## src/rtl/mem_port_arbiter.sv

```systemverilog
// ---------------------------------------------------------------------------
// mem_port_arbiter
// Shares one downstream memory port between an instruction-fetch requester (I,
// read-only) and a load/store requester (D, read/write). Only one access is in
// flight at a time. Each response goes back to the requester that owns the
// access. D has priority. A starvation counter forces an I grant after
// STARVE_LIMIT consecutive D grants while I is waiting.
//
// Ports
//   clk, rst           clock and synchronous active-high reset
//   i_req/i_addr       fetch request (held stable until i_gnt)
//   i_gnt/i_rvalid     fetch accept and fetch response strobes
//   i_rdata            fetch response data (0 when i_rvalid is low)
//   d_req/d_we/d_be    load/store request (held stable until d_gnt)
//   d_addr/d_wdata
//   d_gnt/d_rvalid     load/store accept and response/ack strobes
//   d_rdata            load data (0 when d_rvalid is low)
//   m_req/m_we/m_be    downstream memory request
//   m_addr/m_wdata
//   m_gnt              memory accepts the request in the same cycle
//   m_rvalid/m_rdata   memory response, at least one cycle after m_gnt
//   busy               an access is owned (state != IDLE)
//   err_unexp          sticky: m_rvalid seen with no outstanding access
// ---------------------------------------------------------------------------
module mem_port_arbiter #(
    parameter int ADDR_WIDTH   = 32,
    parameter int DATA_WIDTH   = 32,
    parameter int STARVE_LIMIT = 4
) (
    input  logic                    clk,
    input  logic                    rst,
    input  logic                    i_req,
    input  logic [ADDR_WIDTH-1:0]   i_addr,
    output logic                    i_gnt,
    output logic                    i_rvalid,
    output logic [DATA_WIDTH-1:0]   i_rdata,
    input  logic                    d_req,
    input  logic                    d_we,
    input  logic [DATA_WIDTH/8-1:0] d_be,
    input  logic [ADDR_WIDTH-1:0]   d_addr,
    input  logic [DATA_WIDTH-1:0]   d_wdata,
    output logic                    d_gnt,
    output logic                    d_rvalid,
    output logic [DATA_WIDTH-1:0]   d_rdata,
    output logic                    m_req,
    output logic                    m_we,
    output logic [DATA_WIDTH/8-1:0] m_be,
    output logic [ADDR_WIDTH-1:0]   m_addr,
    output logic [DATA_WIDTH-1:0]   m_wdata,
    input  logic                    m_gnt,
    input  logic                    m_rvalid,
    input  logic [DATA_WIDTH-1:0]   m_rdata,
    output logic                    busy,
    output logic                    err_unexp
);

    localparam int BW = DATA_WIDTH / 8;
    localparam int CW = $clog2(STARVE_LIMIT + 1);
    localparam logic [CW-1:0] LIMIT = CW'(STARVE_LIMIT);

    typedef enum logic [2:0] {
        IDLE,
        REQ_I,
        REQ_D,
        WAIT_I,
        WAIT_D
    } state_e;

    state_e        state_q;
    logic [CW-1:0] starve_q;
    logic          err_q;

    logic win_d, win_i;
    logic sel_i, sel_d;

    // Arbitration only matters in IDLE; once a requester owns the port the
    // other side is ignored until the response returns.
    always_comb begin
        win_d = d_req && !(i_req && (starve_q == LIMIT));
        win_i = !win_d && i_req;

        sel_i = 1'b0;
        sel_d = 1'b0;
        case (state_q)
            IDLE:    begin sel_i = win_i; sel_d = win_d; end
            REQ_I:   sel_i = 1'b1;
            REQ_D:   sel_d = 1'b1;
            default: ;
        endcase
        // Nothing is presented downstream while reset is held.
        if (rst) begin
            sel_i = 1'b0;
            sel_d = 1'b0;
        end
    end

    always_comb begin
        m_req   = sel_i || sel_d;
        m_we    = sel_d && d_we;
        m_be    = sel_d ? d_be : '0;
        m_wdata = sel_d ? d_wdata : '0;
        m_addr  = sel_d ? d_addr : (sel_i ? i_addr : '0);

        i_gnt   = sel_i && m_gnt;
        d_gnt   = sel_d && m_gnt;

        i_rvalid = !rst && (state_q == WAIT_I) && m_rvalid;
        d_rvalid = !rst && (state_q == WAIT_D) && m_rvalid;
        i_rdata  = i_rvalid ? m_rdata : '0;
        d_rdata  = d_rvalid ? m_rdata : '0;

        busy      = (state_q != IDLE);
        err_unexp = err_q;
    end

    always_ff @(posedge clk) begin
        if (rst) begin
            state_q  <= IDLE;
            starve_q <= '0;
            err_q    <= 1'b0;
        end else begin
            // A response is only legal while waiting on an accepted access.
            if (m_rvalid && (state_q != WAIT_I) && (state_q != WAIT_D))
                err_q <= 1'b1;

            // Counts D grants that happen while a fetch is waiting.
            if (!i_req || i_gnt)
                starve_q <= '0;
            else if (d_gnt && (starve_q != LIMIT))
                starve_q <= starve_q + 1'b1;

            case (state_q)
                IDLE: begin
                    if (win_d)
                        state_q <= m_gnt ? WAIT_D : REQ_D;
                    else if (win_i)
                        state_q <= m_gnt ? WAIT_I : REQ_I;
                end
                REQ_I:  if (m_gnt)    state_q <= WAIT_I;
                REQ_D:  if (m_gnt)    state_q <= WAIT_D;
                WAIT_I: if (m_rvalid) state_q <= IDLE;
                WAIT_D: if (m_rvalid) state_q <= IDLE;
                default: state_q <= IDLE;
            endcase
        end
    end

    // Byte-enable width is tied to the data width.
    if (BW * 8 != DATA_WIDTH) begin : g_bad_width
        $error("DATA_WIDTH must be a multiple of 8");
    end

endmodule

```

## config.mk

```make
export PLATFORM = sky130hd
export DESIGN_NAME = mem_port_arbiter
export DESIGN_NICKNAME = d
export VERILOG_FILES = /design/src/rtl/mem_port_arbiter.sv
export SDC_FILE = /design/constraint.sdc
export NUM_CORES = 1
export LEC_CHECK = 0
export BUFFER_PORTS_ARGS = -buffer_cell sky130_fd_sc_hd__buf_4
export CORE_AREA = 2 2 107 109
export CTS_BUF_LIST = sky130_fd_sc_hd__clkbuf_16
export DETAILED_ROUTE_END_ITERATION = 10
export DIE_AREA = 0 0 109 111
export GPL_TIMING_DRIVEN = 0
export PLACE_DENSITY_LB_ADDON = 0.1
export SLEW_MARGIN = 20
export SYNTH_ARGS = -nofsm -noshare
export SYNTH_HDL_FRONTEND = slang
export SYNTH_SLANG_ARGS = --single-unit
```

## constraint.sdc

```tcl
create_clock -name clk -period 3.4 [get_ports clk]
set_input_delay 0.68 -clock clk [delete_from_list [all_inputs] [get_ports clk]]
set_output_delay 0.68 -clock clk [all_outputs]
set_load 0.03 [all_outputs]
```

Yosys cells after proc, flatten, opt, wreduce, memory -nomap -nowiden. Cells that the tools add are included.

Logic and storage cells: 58. Input port bits: 139. Bits in registers: 7. Output and inout port bits: 140.

$add $sub $neg: 1. Mux-type cells: 18. Reductions and logical operators: 24. Equal/unequal tests: 12.

Operators by type and width (count): $mux 32 (5); $mux 3 (6); $logic_and 1x1->1 (13); $pmux 3 s4 (1); $ne 3x3->1 const B (3); $eq 3x2->1 const B (2); $eq 3x3->1 const B (2); $logic_not 1->1 (4); $mux 4 (1); $ne 2x2->1 const B (2); $pmux 1 s2 (2); $reduce_and 4->1 (1); $reduce_or 2->1 (2); $add 3x1->3 const B (1); $eq 3x1->1 const B (1); $logic_not 3->1 (1); $ne 3x2->1 const B (1); $reduce_bool 3->1 (1); $logic_or 1x1->1 (2); $mux 1 (2); $mux 2 (1); $ne 2x1->1 const B (1).

Depth between registers and ports, before layout. Gate-level depths: netlist of run 1.

Depth in word-level cells: 11. Depth in mapped cells: 8. Gate-level depth less buffers: 8.

Least setup slack after synthesis of run 1. OpenSTA, ideal clock, no wires.

Kind: input to output. Start point: input port rst. End point: output port d_rdata[22]. Stages: 4. Buffers on the path: 1. Data required time: 2.720 ns. Data arrival time: 1.819 ns. Path slack: 0.901 ns. Path through: nor2_1 -> and4b_1 -> clkbuf_1 -> and2_1.

Longest elaborated chain between the ends: 4.

Ends and longest elaborated chain: start: declaration (line 31) `input logic rst,`; $logic_not 1->1 (line 108) `d_rvalid = !rst && (state_q == WAIT_D) && m_rvalid;`; $logic_and 1x1->1 (2 in series) (line 108); net d_rvalid (line 43) `output logic d_rvalid,`; $mux 32 (line 110) `d_rdata = d_rvalid ? m_rdata : '0;`; end: declaration (line 44) `output logic [DATA_WIDTH-1:0] d_rdata,`.

The timed path passes the listed nets, and every way through them passes these cells.

Worst setup path after layout of run 1.
Start point: input port rst. End point: output port i_rdata[9].

Longest elaborated chain between the ends: 4.

Ends and longest elaborated chain: $logic_not 1->1 (line 107) `i_rvalid = !rst && (state_q == WAIT_I) && m_rvalid;`; $logic_and 1x1->1 (2 in series) (line 107); $mux 32 (line 109) `i_rdata = i_rvalid ? m_rdata : '0;`; end: declaration (line 36) `output logic [DATA_WIDTH-1:0] i_rdata,`.

Every way passes these cells.

==> results of run 1 <==
layer usage:
layer	vias up	part of all wire (%)	GRT usage (%)
li1	1283	-	-
met1	1119	33	13.04
met2	171	53	27.41
met3	7	13	3.586
met4	0	0.93	2.479
met5	-	0	0
power breakdown:
group,internal [mW],switching (mW),leakage (nW)
sequential,0.0894,0.00514,0.0573
clock,0.153,0.0478,0.0423
combinational,0.314,0.392,2.01
area by class of cell:
cell class / count / area, um2 / share of cell area (%)
plain buffers: 19 / 85.08 / 2.202
clock buffers: 3 / 75.07 / 1.943
clock inverters: 1 / 3.754 / 0.09715
inverters: 3 / 11.26 / 0.2915
multi-input cells: 183 / 1282 / 33.19
flip-flops and latches: 7 / 140.1 / 3.627
well taps: 143 / 178.9 / 4.631
repair buffers: 278 / 2087 / 54.02
sequential cells by signal (all words and copies together) (netlist names):
register / flops
starve_q: 3
err_unexp: 1
state_q: 3
cell families (layout without fill, tap and decap cells):
group / after synthesis / count (layout) / share of synthesized area [%]
xor gates and xnor gates: 2 / 2 / 1.153
adders and majority gates: 3 / 3 / 2.471
AOI/OAI and AO/OA: 51 / 51 / 27.84
muxes: 1 / 1 / 0.6590
DFF: 7 / 7 / 9.225
buffers and inverters: 22 / 304 / 6.343
and+or+nand+nor: 126 / 126 / 52.31
per-stage QoR:
step           utilization (%)  instances  hold slack [ps]
2_1_floorplan                -        212            487.1
3_3_place_gp             34.17        633            459.6
3_5_place_dp             34.17        633            462.7
4_1_cts                  34.88        637            471.0
5_1_grt                  34.88        637            500.8
6_report                 34.88        637            467.9
cells in the final DEF, fill, tap and decap left out, types with 2 or more instances in the layout:
cell and n:
sky130_fd_sc_hd__nand3_1 2, sky130_fd_sc_hd__a21oi_1 5, sky130_fd_sc_hd__buf_2 11, sky130_fd_sc_hd__nor2_1 6, sky130_fd_sc_hd__dfxtp_1 7, sky130_fd_sc_hd__o211ai_1 2
sky130_fd_sc_hd__o21ai_0 5, sky130_fd_sc_hd__a22o_1 32, sky130_fd_sc_hd__and2_1 104, sky130_fd_sc_hd__inv_1 4, sky130_fd_sc_hd__clkbuf_16 3, sky130_fd_sc_hd__ha_1 3
sky130_fd_sc_hd__xnor2_1 2, sky130_fd_sc_hd__nand2_1 2, sky130_fd_sc_hd__buf_4 278, sky130_fd_sc_hd__or2_1 2, sky130_fd_sc_hd__nand3b_1 2, sky130_fd_sc_hd__clkbuf_1 8
worst max-delay path: cells and delay by family:
family,cells,cell delay [ps]
buffers and inverters,3,630
AND/OR/NAND/NOR,3,790
path summary, 6_finish.rpt:
path               startpoint         end  slack (ps)  cells past startpoint
setup reg to reg  starve_q[0]  state_q[1]        1720                      8
setup / recovery          rst  i_rdata[9]         610                      6
hold / removal      err_unexp   err_unexp         470                      2
hold reg to reg     err_unexp   err_unexp         470                      2
==> impl_metrics.prom, run 1 <==
# TYPE chip_impl_metric gauge
chip_impl_metric{name="worst_skew_pair.late_latency",unit="ps"} 230
chip_impl_metric{name="drive_gt1_share",unit="%"} 60.73
chip_impl_metric{name="skew",unit="ps"} 2.140
chip_impl_info{name="synth_area_leaders",value="sky130_fd_sc_hd__and2_1, sky130_fd_sc_hd__a22o_1, sky130_fd_sc_hd__dfxtp_1, sky130_fd_sc_hd__buf_2, sky130_fd_sc_hd__ha_1"} 1
chip_impl_info{name="worst_path_most_repeated_cell",value="sky130_fd_sc_hd__buf_4"} 1
chip_impl_metric{name="final_hold_viol_count",unit=""} 0
chip_impl_metric{name="ys_async_sr_fraction",unit="%"} 0
chip_impl_metric{name="drcViolationCount",unit=""} 0
chip_impl_metric{name="timing_worst_slew_pin_value",unit="ps"} 361.7
chip_impl_info{name="post-synth-top-count-cell",value="sky130_fd_sc_hd__and2_1"} 1
chip_impl_metric{name="std_cell_rows",unit=""} 39
chip_impl_metric{name="grt_start_max_net_pins",unit=""} 11
chip_impl_metric{name="cts_resized",unit=""} 0
chip_impl_info{name="timing.setup.critical_path_class",value="in -> out"} 1
chip_impl_metric{name="relative_max_transition_margin",unit="%"} 75.80
chip_impl_metric{name="width_of_the_die",unit="um"} 109
chip_impl_metric{name="start_util",unit="%"} 13.71
chip_impl_metric{name="postRouteAntennaNets",unit=""} 0
chip_impl_metric{name="synth_seq_cells",unit=""} 7
chip_impl_info{name="synth_top_cells_by_count",value="sky130_fd_sc_hd__and2_1, sky130_fd_sc_hd__a22o_1, sky130_fd_sc_hd__buf_2"} 1
chip_impl_metric{name="max_cap_violations",unit=""} 0
chip_impl_info{name="status",value="completed"} 1
chip_impl_metric{name="detail_route.iter0.violations",unit=""} 79
chip_impl_metric{name="finalWeightedCongestion",unit=""} 0.7474
chip_impl_metric{name="core_area",unit="um2"} 11080
chip_impl_metric{name="data_required_critical_path",unit="ps"} 2720
chip_impl_metric{name="globalRouteTotalUtil",unit="%"} 13.44
chip_impl_info{name="grt_setup_unrepaired",value="no"} 1
chip_impl_metric{name="tritoncts_num_sinks",unit=""} 7
chip_impl_metric{name="dr_total_vias",unit=""} 2580
chip_impl_metric{name="totalWireLength",unit="um"} 9204
chip_impl_metric{name="ys_seq_area_share",unit="%"} 9.226
chip_impl_metric{name="grt_antenna_before_repair",unit=""} 0
chip_impl_metric{name="yosys_warnings",unit=""} 0
chip_impl_metric{name="drv_slew",unit=""} 0
chip_impl_metric{name="synth.lib_cells_used.distinct",unit=""} 32
chip_impl_metric{name="post_route_minimum_period",unit="ps"} 2791
chip_impl_metric{name="detailedRoute.firstPassIterationCount",unit=""} 4
chip_impl_metric{name="postSynthNetCount",unit=""} 354
chip_impl_info{name="worstSetupStartpointType",value="primary input"} 1
chip_impl_metric{name="setup-tns-final",unit="ps"} 0
chip_impl_metric{name="clock.fmax",unit="GHz"} 0.3583
chip_impl_metric{name="setup_ws",unit="ps"} 609.2
chip_impl_metric{name="routed_via_density",unit=""} 4.050
chip_impl_metric{name="maximum_root_to_sink_buffer_count",unit=""} 2
chip_impl_metric{name="synth.avg_cell_area",unit="um2"} 7.165
chip_impl_metric{name="overall_power_of_the_completed_layout",unit="mW"} 1.002
chip_impl_info{name="cp_cell_sequence",value="buf_4 > or2_1 > nor2_1 > clkbuf_1 > and2_1 > buf_4"} 1
chip_impl_metric{name="postCtsSetupBuffers",unit=""} 0
chip_impl_metric{name="post-route-period-util",unit="%"} 82.08
chip_impl_info{name="critical_path.slowest_cell",value="sky130_fd_sc_hd__nor2_1"} 1
chip_impl_metric{name="yosysTopAreaCellShare",unit="%"} 42.83
chip_impl_metric{name="grt_first_pass_wirelength",unit="um"} 12750
chip_impl_metric{name="numCtsBuffers",unit=""} 3
chip_impl_metric{name="floorplan.die.height",unit="um"} 111
chip_impl_metric{name="mappedNetlistArea",unit="um2"} 1519
chip_impl_metric{name="number_of_port_buffers",unit=""} 278
chip_impl_metric{name="overflow",unit=""} 0
chip_impl_metric{name="arrival",unit="ps"} 2110
chip_impl_metric{name="worst_ir_drop_vdd",unit="mV"} 0.1376
chip_impl_metric{name="power.static_leakage",unit="nW"} 2.109
chip_impl_metric{name="detailed_place.area",unit="um2"} 3785
chip_impl_metric{name="flow.area_growth_from_synthesis",unit="%"} 154.4
chip_impl_metric{name="floorplan.die_area",unit="um2"} 12100
chip_impl_metric{name="htree_num_levels",unit=""} 1
chip_impl_metric{name="post_cts_hold_fix_bufs",unit=""} 0
chip_impl_metric{name="fillers",unit=""} 1197
chip_impl_metric{name="netlist_instances",unit=""} 212
chip_impl_metric{name="setup-violations-final",unit=""} 0
chip_impl_metric{name="clkSlewWorstSetupHoldPaths",unit="ps"} 40
chip_impl_info{name="min-delay-path-class",value="reg -> reg"} 1
chip_impl_info{name="commonest_register_cell_after_synthesis",value="sky130_fd_sc_hd__dfxtp_1"} 1
chip_impl_metric{name="dp_hpwl",unit="um"} 7917
chip_impl_metric{name="route.detailed.wl_per_inst",unit="um"} 14.45
chip_impl_info{name="root_buffer",value="sky130_fd_sc_hd__clkbuf_16"} 1
chip_impl_metric{name="cellPowerDensity",unit="nW/um2"} 259.3
chip_impl_metric{name="critPathMaxFanout",unit=""} 10
chip_impl_metric{name="top_level_ports",unit=""} 279
chip_impl_metric{name="antenna-diode-count",unit=""} 0
chip_impl_metric{name="first_global_vias",unit=""} 2466
chip_impl_metric{name="fin_area",unit="um2"} 3864
chip_impl_metric{name="num-nets-final",unit=""} 637
chip_impl_metric{name="synth_enable_flop_cells",unit=""} 0
chip_impl_metric{name="critical-path-max-stage-delay",unit="ps"} 330
chip_impl_info{name="synth.largest_area_cell",value="sky130_fd_sc_hd__and2_1"} 1
chip_impl_metric{name="worst_slack_after_detailed_placement",unit="ps"} 558.1
chip_impl_info{name="endpoint_kind",value="output pin"} 1
chip_impl_info{name="tritoncts",value="built"} 1
Power figures use the tool's default switching activity.
==> run 2: changes to the inputs <==
==> constraint.sdc (replaced) <==
create_clock -name clk -period 2.5 [get_ports clk]
set_input_delay 0.5 -clock clk [delete_from_list [all_inputs] [get_ports clk]]
set_output_delay 0.5 -clock clk [all_outputs]
set_load 0.03 [all_outputs]
==> impl_metrics.prom, run 2 (synthesis results as in run 1) <==
# TYPE chip_impl_metric gauge
chip_impl_metric{name="drv_slew",unit=""} 0
chip_impl_metric{name="tritoncts_num_sinks",unit=""} 7
chip_impl_metric{name="post-route-period-util",unit="%"} 96.49
chip_impl_metric{name="postRouteAntennaNets",unit=""} 0
chip_impl_metric{name="clkSlewWorstSetupHoldPaths",unit="ps"} 40
chip_impl_info{name="min-delay-path-class",value="reg -> reg"} 1
chip_impl_metric{name="cellPowerDensity",unit="nW/um2"} 352.5
chip_impl_metric{name="number_of_port_buffers",unit=""} 278
chip_impl_metric{name="worst_ir_drop_vdd",unit="mV"} 0.1876
chip_impl_metric{name="post_cts_hold_fix_bufs",unit=""} 0
chip_impl_metric{name="grt_start_max_net_pins",unit=""} 11
chip_impl_info{name="leading_cell_type_in_the_layout_fill_and_taps_excluded",value="sky130_fd_sc_hd__buf_4"} 1
chip_impl_info{name="worst_hold_startpoint",value="err_unexp"} 1
chip_impl_metric{name="skew",unit="ps"} 1.871
chip_impl_metric{name="relative_max_transition_margin",unit="%"} 73.90
chip_impl_metric{name="core_area",unit="um2"} 11080
chip_impl_metric{name="maximum_root_to_sink_buffer_count",unit=""} 2
chip_impl_metric{name="std_cell_rows",unit=""} 39
chip_impl_metric{name="dr_total_vias",unit=""} 2588
chip_impl_metric{name="floorplan.die.height",unit="um"} 111
chip_impl_metric{name="finalWeightedCongestion",unit=""} 0.7474
chip_impl_metric{name="met2RoutedLength",unit="um"} 4911
chip_impl_info{name="root_buffer",value="sky130_fd_sc_hd__clkbuf_16"} 1
chip_impl_info{name="grt_setup_unrepaired",value="yes"} 1
chip_impl_metric{name="fin_area",unit="um2"} 3909
chip_impl_metric{name="max_cap_violations",unit=""} 0
chip_impl_metric{name="arrival",unit="ps"} 1910
chip_impl_info{name="worstSetupStartpointType",value="flop"} 1
chip_impl_metric{name="start_util",unit="%"} 13.71
chip_impl_metric{name="final_hold_viol_count",unit=""} 0
chip_impl_metric{name="detailed_place.area",unit="um2"} 3785
chip_impl_info{name="top_layer_used",value="met4"} 1
chip_impl_metric{name="detailedRoute.firstPassIterationCount",unit=""} 4
chip_impl_info{name="endpoint_kind",value="output pin"} 1
chip_impl_metric{name="top_level_ports",unit=""} 279
chip_impl_metric{name="width_of_the_die",unit="um"} 109
chip_impl_metric{name="worst_slack_after_detailed_placement",unit="ps"} 18.14
chip_impl_info{name="r2r-start",value="starve_q[0]"} 1
chip_impl_metric{name="setup_ws",unit="ps"} 87.72
chip_impl_info{name="timing.setup.critical_path_class",value="reg -> out"} 1
chip_impl_info{name="tritoncts",value="built"} 1
chip_impl_metric{name="htree_num_levels",unit=""} 1
chip_impl_info{name="status",value="completed"} 1
chip_impl_metric{name="floorplan.die_area",unit="um2"} 12100
chip_impl_metric{name="routed_via_density",unit=""} 4.056
chip_impl_metric{name="numCtsBuffers",unit=""} 3
chip_impl_metric{name="power.static_leakage",unit="nW"} 2.129
chip_impl_metric{name="drive_gt1_share",unit="%"} 62.42
chip_impl_metric{name="totalWireLength",unit="um"} 9221
chip_impl_metric{name="first_global_vias",unit=""} 2473
chip_impl_metric{name="data_required_critical_path",unit="ps"} 2000
chip_impl_metric{name="flow.area_growth_from_synthesis",unit="%"} 157.3
chip_impl_metric{name="detail_route.iter0.violations",unit=""} 85
chip_impl_metric{name="num-nets-final",unit=""} 638
chip_impl_info{name="layout_common_cells",value="sky130_fd_sc_hd__buf_4, sky130_fd_sc_hd__and2_1, sky130_fd_sc_hd__a22o_1"} 1
chip_impl_metric{name="critPathMaxFanout",unit=""} 10
chip_impl_metric{name="overflow",unit=""} 0
chip_impl_metric{name="grt_antenna_before_repair",unit=""} 0
chip_impl_metric{name="m1WireLength",unit="um"} 3068
chip_impl_metric{name="rrSetupSlack",unit="ps"} 850
chip_impl_metric{name="clock.fmax",unit="GHz"} 0.4145
chip_impl_metric{name="met3_wirelength",unit="um"} 1151
chip_impl_metric{name="route.detailed.wl_per_inst",unit="um"} 14.45
chip_impl_metric{name="antenna-diode-count",unit=""} 0
chip_impl_metric{name="r2r_cells",unit=""} 8
chip_impl_info{name="timing.hold.worst_endpoint",value="err_unexp"} 1
chip_impl_info{name="worst_r2r_endpoint",value="state_q[1]"} 1
chip_impl_metric{name="post_route_minimum_period",unit="ps"} 2412
chip_impl_metric{name="dp_hpwl",unit="um"} 7917
chip_impl_metric{name="grt_first_pass_wirelength",unit="um"} 12810
chip_impl_metric{name="globalRouteTotalUtil",unit="%"} 13.50
chip_impl_metric{name="worst_skew_pair.late_latency",unit="ps"} 230
chip_impl_metric{name="holdPathStages",unit=""} 2
chip_impl_metric{name="setup-violations-final",unit=""} 0
chip_impl_metric{name="drcViolationCount",unit=""} 0
chip_impl_metric{name="timing_worst_slew_pin_value",unit="ps"} 391.5
-- run 2: timing repair --
| action | in CTS | in global routing |
|---|---|---|
| setup endpoints to repair | 47 | 85 |
| gates cloned | 0 | 0 |
| gates resized for setup | 7 | 10 |
| pin swaps | 2 | 2 |
| setup buffers | 1 | 0 |
-- run 2: metal layers --
metal	global-route usage, %	vias up
met5	0	-
met4	2.479	0
met3	3.586	7
met2	27.58	168
met1	13.07	1125
li1	-	1288
-- run 2: worst max-delay path by stage --
stage	startpoint	endpoint	slack, ps	depth (start not counted)
global placement	rst	i_rdata[9]	60	6
detailed placement	rst	i_rdata[9]	20	6
finish	starve_q[0]	m_addr[28]	90	8
floorplan	rst	d_rdata[22]	360	4
global route	starve_q[0]	m_addr[16]	-4	8
CTS	starve_q[0]	m_addr[28]	-9	8
-- run 2: power breakdown --
part / switching, mW / leakage [nW] / internal [mW]
clock network: 0.0656 / 0.0423 / 0.208
registers: 0.00691 / 0.0578 / 0.122
logic: 0.537 / 2.03 / 0.439
-- run 2: worst max-delay path: stages (launching register included) --
cell,delay [ps]
sky130_fd_sc_hd__dfxtp_2,340
sky130_fd_sc_hd__inv_1,50
sky130_fd_sc_hd__ha_2,210
sky130_fd_sc_hd__a21bo_2,250
sky130_fd_sc_hd__a21oi_4,150
sky130_fd_sc_hd__nor3_4,70
sky130_fd_sc_hd__buf_4,200
sky130_fd_sc_hd__a22o_1,240
sky130_fd_sc_hd__buf_4,170
-- run 2: final cells by class --
type | instances | area [um2]
Sequential cell | 7 | 141.4
Inverter | 3 | 11.26
Buffer | 19 | 105.1
Clock inverter | 1 | 3.754
Fill cell | 1199 | 7168
Tap cell | 143 | 178.9
Timing Repair Buffer | 279 | 2095
Clock buffer | 3 | 75.07
Multi-Input combinational cell | 183 | 1299
-- run 2: through the flow --
| step | hold WS [ps] | TNS [ps] | util [%] | cells | total power [mW] |
|---|---|---|---|---|---|
| 6_report | 467.9 | 0 | 35.29 | 638 | 1.378 |
| 5_1_grt | 476.7 | -4.178 | 35.29 | 638 | 1.451 |
| 4_1_cts | 471.0 | -9.027 | 35.13 | 638 | 1.390 |
| 3_5_place_dp | 462.7 | 0 | 34.17 | 633 | 1.101 |
| 3_3_place_gp | 459.6 | 0 | 34.17 | 633 | 1.100 |
| 2_1_floorplan | 487.1 | 0 | - | 212 | 0.6501 |
==> run 3: changes to the inputs <==
==> config.mk (replaced) <==
export PLATFORM = sky130hd
export DESIGN_NAME = mem_port_arbiter
export DESIGN_NICKNAME = d
export VERILOG_FILES = /design/src/rtl/mem_port_arbiter.sv
export SDC_FILE = /design/constraint.sdc
export NUM_CORES = 1
export LEC_CHECK = 0
export CORE_AREA = 3 3 108 110
export CTS_BUF_LIST = sky130_fd_sc_hd__clkbuf_16
export DETAILED_ROUTE_END_ITERATION = 10
export DIE_AREA = 0 0 111 113
export DONT_BUFFER_PORTS = 1
export GPL_TIMING_DRIVEN = 0
export PLACE_DENSITY_LB_ADDON = 0.1
export SLEW_MARGIN = 10
export SYNTH_ARGS = -nofsm -noshare
export SYNTH_HDL_FRONTEND = slang
export SYNTH_SLANG_ARGS = --single-unit
==> impl_metrics.prom, run 3 (synthesis results as in run 1) <==
# TYPE chip_impl_metric gauge
chip_impl_metric{name="clock_power_share",unit="%"} 24.4
chip_impl_metric{name="htree_num_levels",unit=""} 1
chip_impl_metric{name="combined_area_of_the_multi_input_logic_cells",unit="um2"} 1620
chip_impl_metric{name="power_report.internal_total",unit="uW"} 548.3
chip_impl_metric{name="cell_count_after_placement",unit=""} 352
chip_impl_metric{name="cellPowerDensity",unit="nW/um2"} 510.6
chip_impl_metric{name="std_cell_rows",unit=""} 38
chip_impl_metric{name="data_required_critical_path",unit="ps"} 2000
chip_impl_metric{name="width_of_the_die",unit="um"} 111
chip_impl_metric{name="dp_hpwl",unit="um"} 6319
chip_impl_metric{name="num-nets-final",unit=""} 360
chip_impl_metric{name="clkSlewWorstSetupHoldPaths",unit="ps"} 40
chip_impl_metric{name="first_global_vias",unit=""} 1762
chip_impl_metric{name="relative_max_transition_margin",unit="%"} 75.90
chip_impl_metric{name="antenna-diode-count",unit=""} 0
chip_impl_metric{name="number_of_port_buffers",unit=""} 0
chip_impl_metric{name="maximum_root_to_sink_buffer_count",unit=""} 2
chip_impl_metric{name="comb_power_share",unit="%"} 62.9
chip_impl_metric{name="flow.area_growth_from_synthesis",unit="%"} 41.76
chip_impl_metric{name="met1_grt_util",unit="%"} 10.94
chip_impl_metric{name="arrival",unit="ps"} 1920
chip_impl_metric{name="routed_via_density",unit=""} 4.720
chip_impl_metric{name="layout.area.seq",unit="um2"} 141.4
chip_impl_metric{name="core_area",unit="um2"} 10790
chip_impl_metric{name="grt_util_met3",unit="%"} 2.193
chip_impl_metric{name="setup-tns-final",unit="ps"} 0
chip_impl_metric{name="clock.fmax",unit="GHz"} 0.4130
chip_impl_metric{name="start_util",unit="%"} 14.07
chip_impl_info{name="tritoncts",value="built"} 1
chip_impl_metric{name="critPathMaxFanout",unit=""} 10
chip_impl_info{name="status",value="completed"} 1
chip_impl_metric{name="grt_first_pass_wirelength",unit="um"} 10300
chip_impl_metric{name="grtUsageMet2",unit="%"} 20.75
chip_impl_metric{name="timing_worst_slew_pin_value",unit="ps"} 361.5
chip_impl_metric{name="max_cap_violations",unit=""} 0
chip_impl_metric{name="skew",unit="ps"} 2.700
chip_impl_metric{name="power.switching_fraction",unit="%"} 50.13
chip_impl_metric{name="seq_power_share",unit="%"} 12.7
chip_impl_metric{name="total_switching_power",unit="uW"} 551.2
chip_impl_metric{name="worst_ir_drop_vdd",unit="mV"} 0.1282
chip_impl_metric{name="post_route_minimum_period",unit="ps"} 2421
chip_impl_metric{name="tritoncts_num_sinks",unit=""} 7
chip_impl_metric{name="final_hold_viol_count",unit=""} 0
chip_impl_metric{name="dr_total_vias",unit=""} 1685
chip_impl_metric{name="layoutNonFillerInstCount",unit=""} 357
chip_impl_metric{name="post_cts_hold_fix_bufs",unit=""} 0
chip_impl_metric{name="route.detailed.wl_per_inst",unit="um"} 20.93
chip_impl_info{name="root_buffer",value="sky130_fd_sc_hd__clkbuf_16"} 1
chip_impl_metric{name="drive_gt1_share",unit="%"} 50.23
chip_impl_metric{name="setup-violations-final",unit=""} 0
chip_impl_metric{name="top_level_ports",unit=""} 279
chip_impl_metric{name="fin_hold_ws",unit="ps"} 337.2
chip_impl_metric{name="postRouteAntennaNets",unit=""} 0
chip_impl_info{name="min-delay-path-class",value="in -> reg"} 1
chip_impl_metric{name="grt_antenna_before_repair",unit=""} 0
chip_impl_info{name="grt.busiest_layer",value="met2"} 1
chip_impl_metric{name="post-route-period-util",unit="%"} 96.85
chip_impl_metric{name="power.static_leakage",unit="nW"} 0.9096
chip_impl_metric{name="overflow",unit=""} 0
chip_impl_metric{name="globalRouteTotalUtil",unit="%"} 10.34
chip_impl_metric{name="finalWeightedCongestion",unit=""} 0.8616
chip_impl_metric{name="numCtsBuffers",unit=""} 3
chip_impl_metric{name="drcViolationCount",unit=""} 0
chip_impl_metric{name="detail_route.iter0.violations",unit=""} 47
chip_impl_metric{name="worst_skew_pair.late_latency",unit="ps"} 230
chip_impl_info{name="leading_cell_type_in_the_layout_fill_and_taps_excluded",value="sky130_fd_sc_hd__and2_1"} 1
chip_impl_info{name="endpoint_kind",value="output pin"} 1
chip_impl_info{name="grt_setup_unrepaired",value="no"} 1
chip_impl_info{name="worstSetupStartpointType",value="flop"} 1
chip_impl_metric{name="detailedRoute.firstPassIterationCount",unit=""} 4
chip_impl_metric{name="grt_start_max_net_pins",unit=""} 11
chip_impl_metric{name="floorplan.die_area",unit="um2"} 12540
chip_impl_info{name="timing.setup.critical_path_class",value="reg -> out"} 1
chip_impl_metric{name="fillers",unit=""} 1183
chip_impl_metric{name="drv_slew",unit=""} 0
chip_impl_metric{name="floorplan.die.height",unit="um"} 113
chip_impl_info{name="layout_common_cells",value="sky130_fd_sc_hd__and2_1, sky130_fd_sc_hd__and2_2, sky130_fd_sc_hd__a22o_4"} 1
chip_impl_metric{name="totalWireLength",unit="um"} 7472
run 3: through the flow:
step           util, %  power [mW]  worst slack, ps  area [um2]
2_1_floorplan        -      0.6501            360.5        1519
3_3_place_gp     15.70      0.7312           0.9868        1694
3_5_place_dp     15.70      0.7286            18.60        1694
4_1_cts          19.22       1.101           0.2447        2074
5_1_grt          19.95       1.151            3.682        2153
6_report         19.95       1.100            78.73        2153
run 3: power by group through the flow:
stage	clock network [mW]	registers (mW)	logic, mW
2_1_floorplan	0	0.132	0.518
3_3_place_gp	0	0.134	0.597
3_5_place_dp	0	0.134	0.594
4_1_cts	0.274	0.133	0.694
5_1_grt	0.281	0.141	0.728
6_report	0.268	0.140	0.692
run 3: area by class of cell:
class                   instances  area share, %
plain buffers                  18          5.171
clock buffers                   3          3.486
clock inverters                 1         0.1743
inverters                       3         0.5230
multi-input cells             183          75.25
flip-flops and latches          7          6.566
well taps                     140          8.135
repair buffers                  2         0.6973
run 3: layer usage:
| layer | vias up | part of all wire [%] |
|---|---|---|
| met4 | 0 | 1.2 |
| met5 | - | 0 |
| met3 | 6 | 9.7 |
| li1 | 736 | - |
| met1 | 774 | 35 |
| met2 | 169 | 54 |
run 3: critical path: stages (launching register included):
cell                      delay [ps]
sky130_fd_sc_hd__dfxtp_2         340
sky130_fd_sc_hd__inv_1            50
sky130_fd_sc_hd__ha_2            220
sky130_fd_sc_hd__a21bo_2         250
sky130_fd_sc_hd__a21oi_4         150
sky130_fd_sc_hd__nor3_4           60
sky130_fd_sc_hd__buf_4           160
sky130_fd_sc_hd__buf_6           150
sky130_fd_sc_hd__a22o_4          300
run 3: repair_timing:
item | in CTS | in global routing
gates resized for setup | 71 | 57
pin swaps | 9 | 4
endpoints found under the setup margin | 109 | 117
buffers inserted | 2 | 0
gates cloned | 0 | 0
run 3: final timing paths:
| kind | startpoint | to | slack (ps) | cells after the start |
|---|---|---|---|---|
| setup reg to reg | starve_q[0] | state_q[1] | 800 | 8 |
| hold reg to reg | starve_q[0] | starve_q[0] | 520 | 2 |
| hold / removal | rst | err_unexp | 340 | 1 |
| setup / recovery | starve_q[0] | m_addr[11] | 80 | 8 |
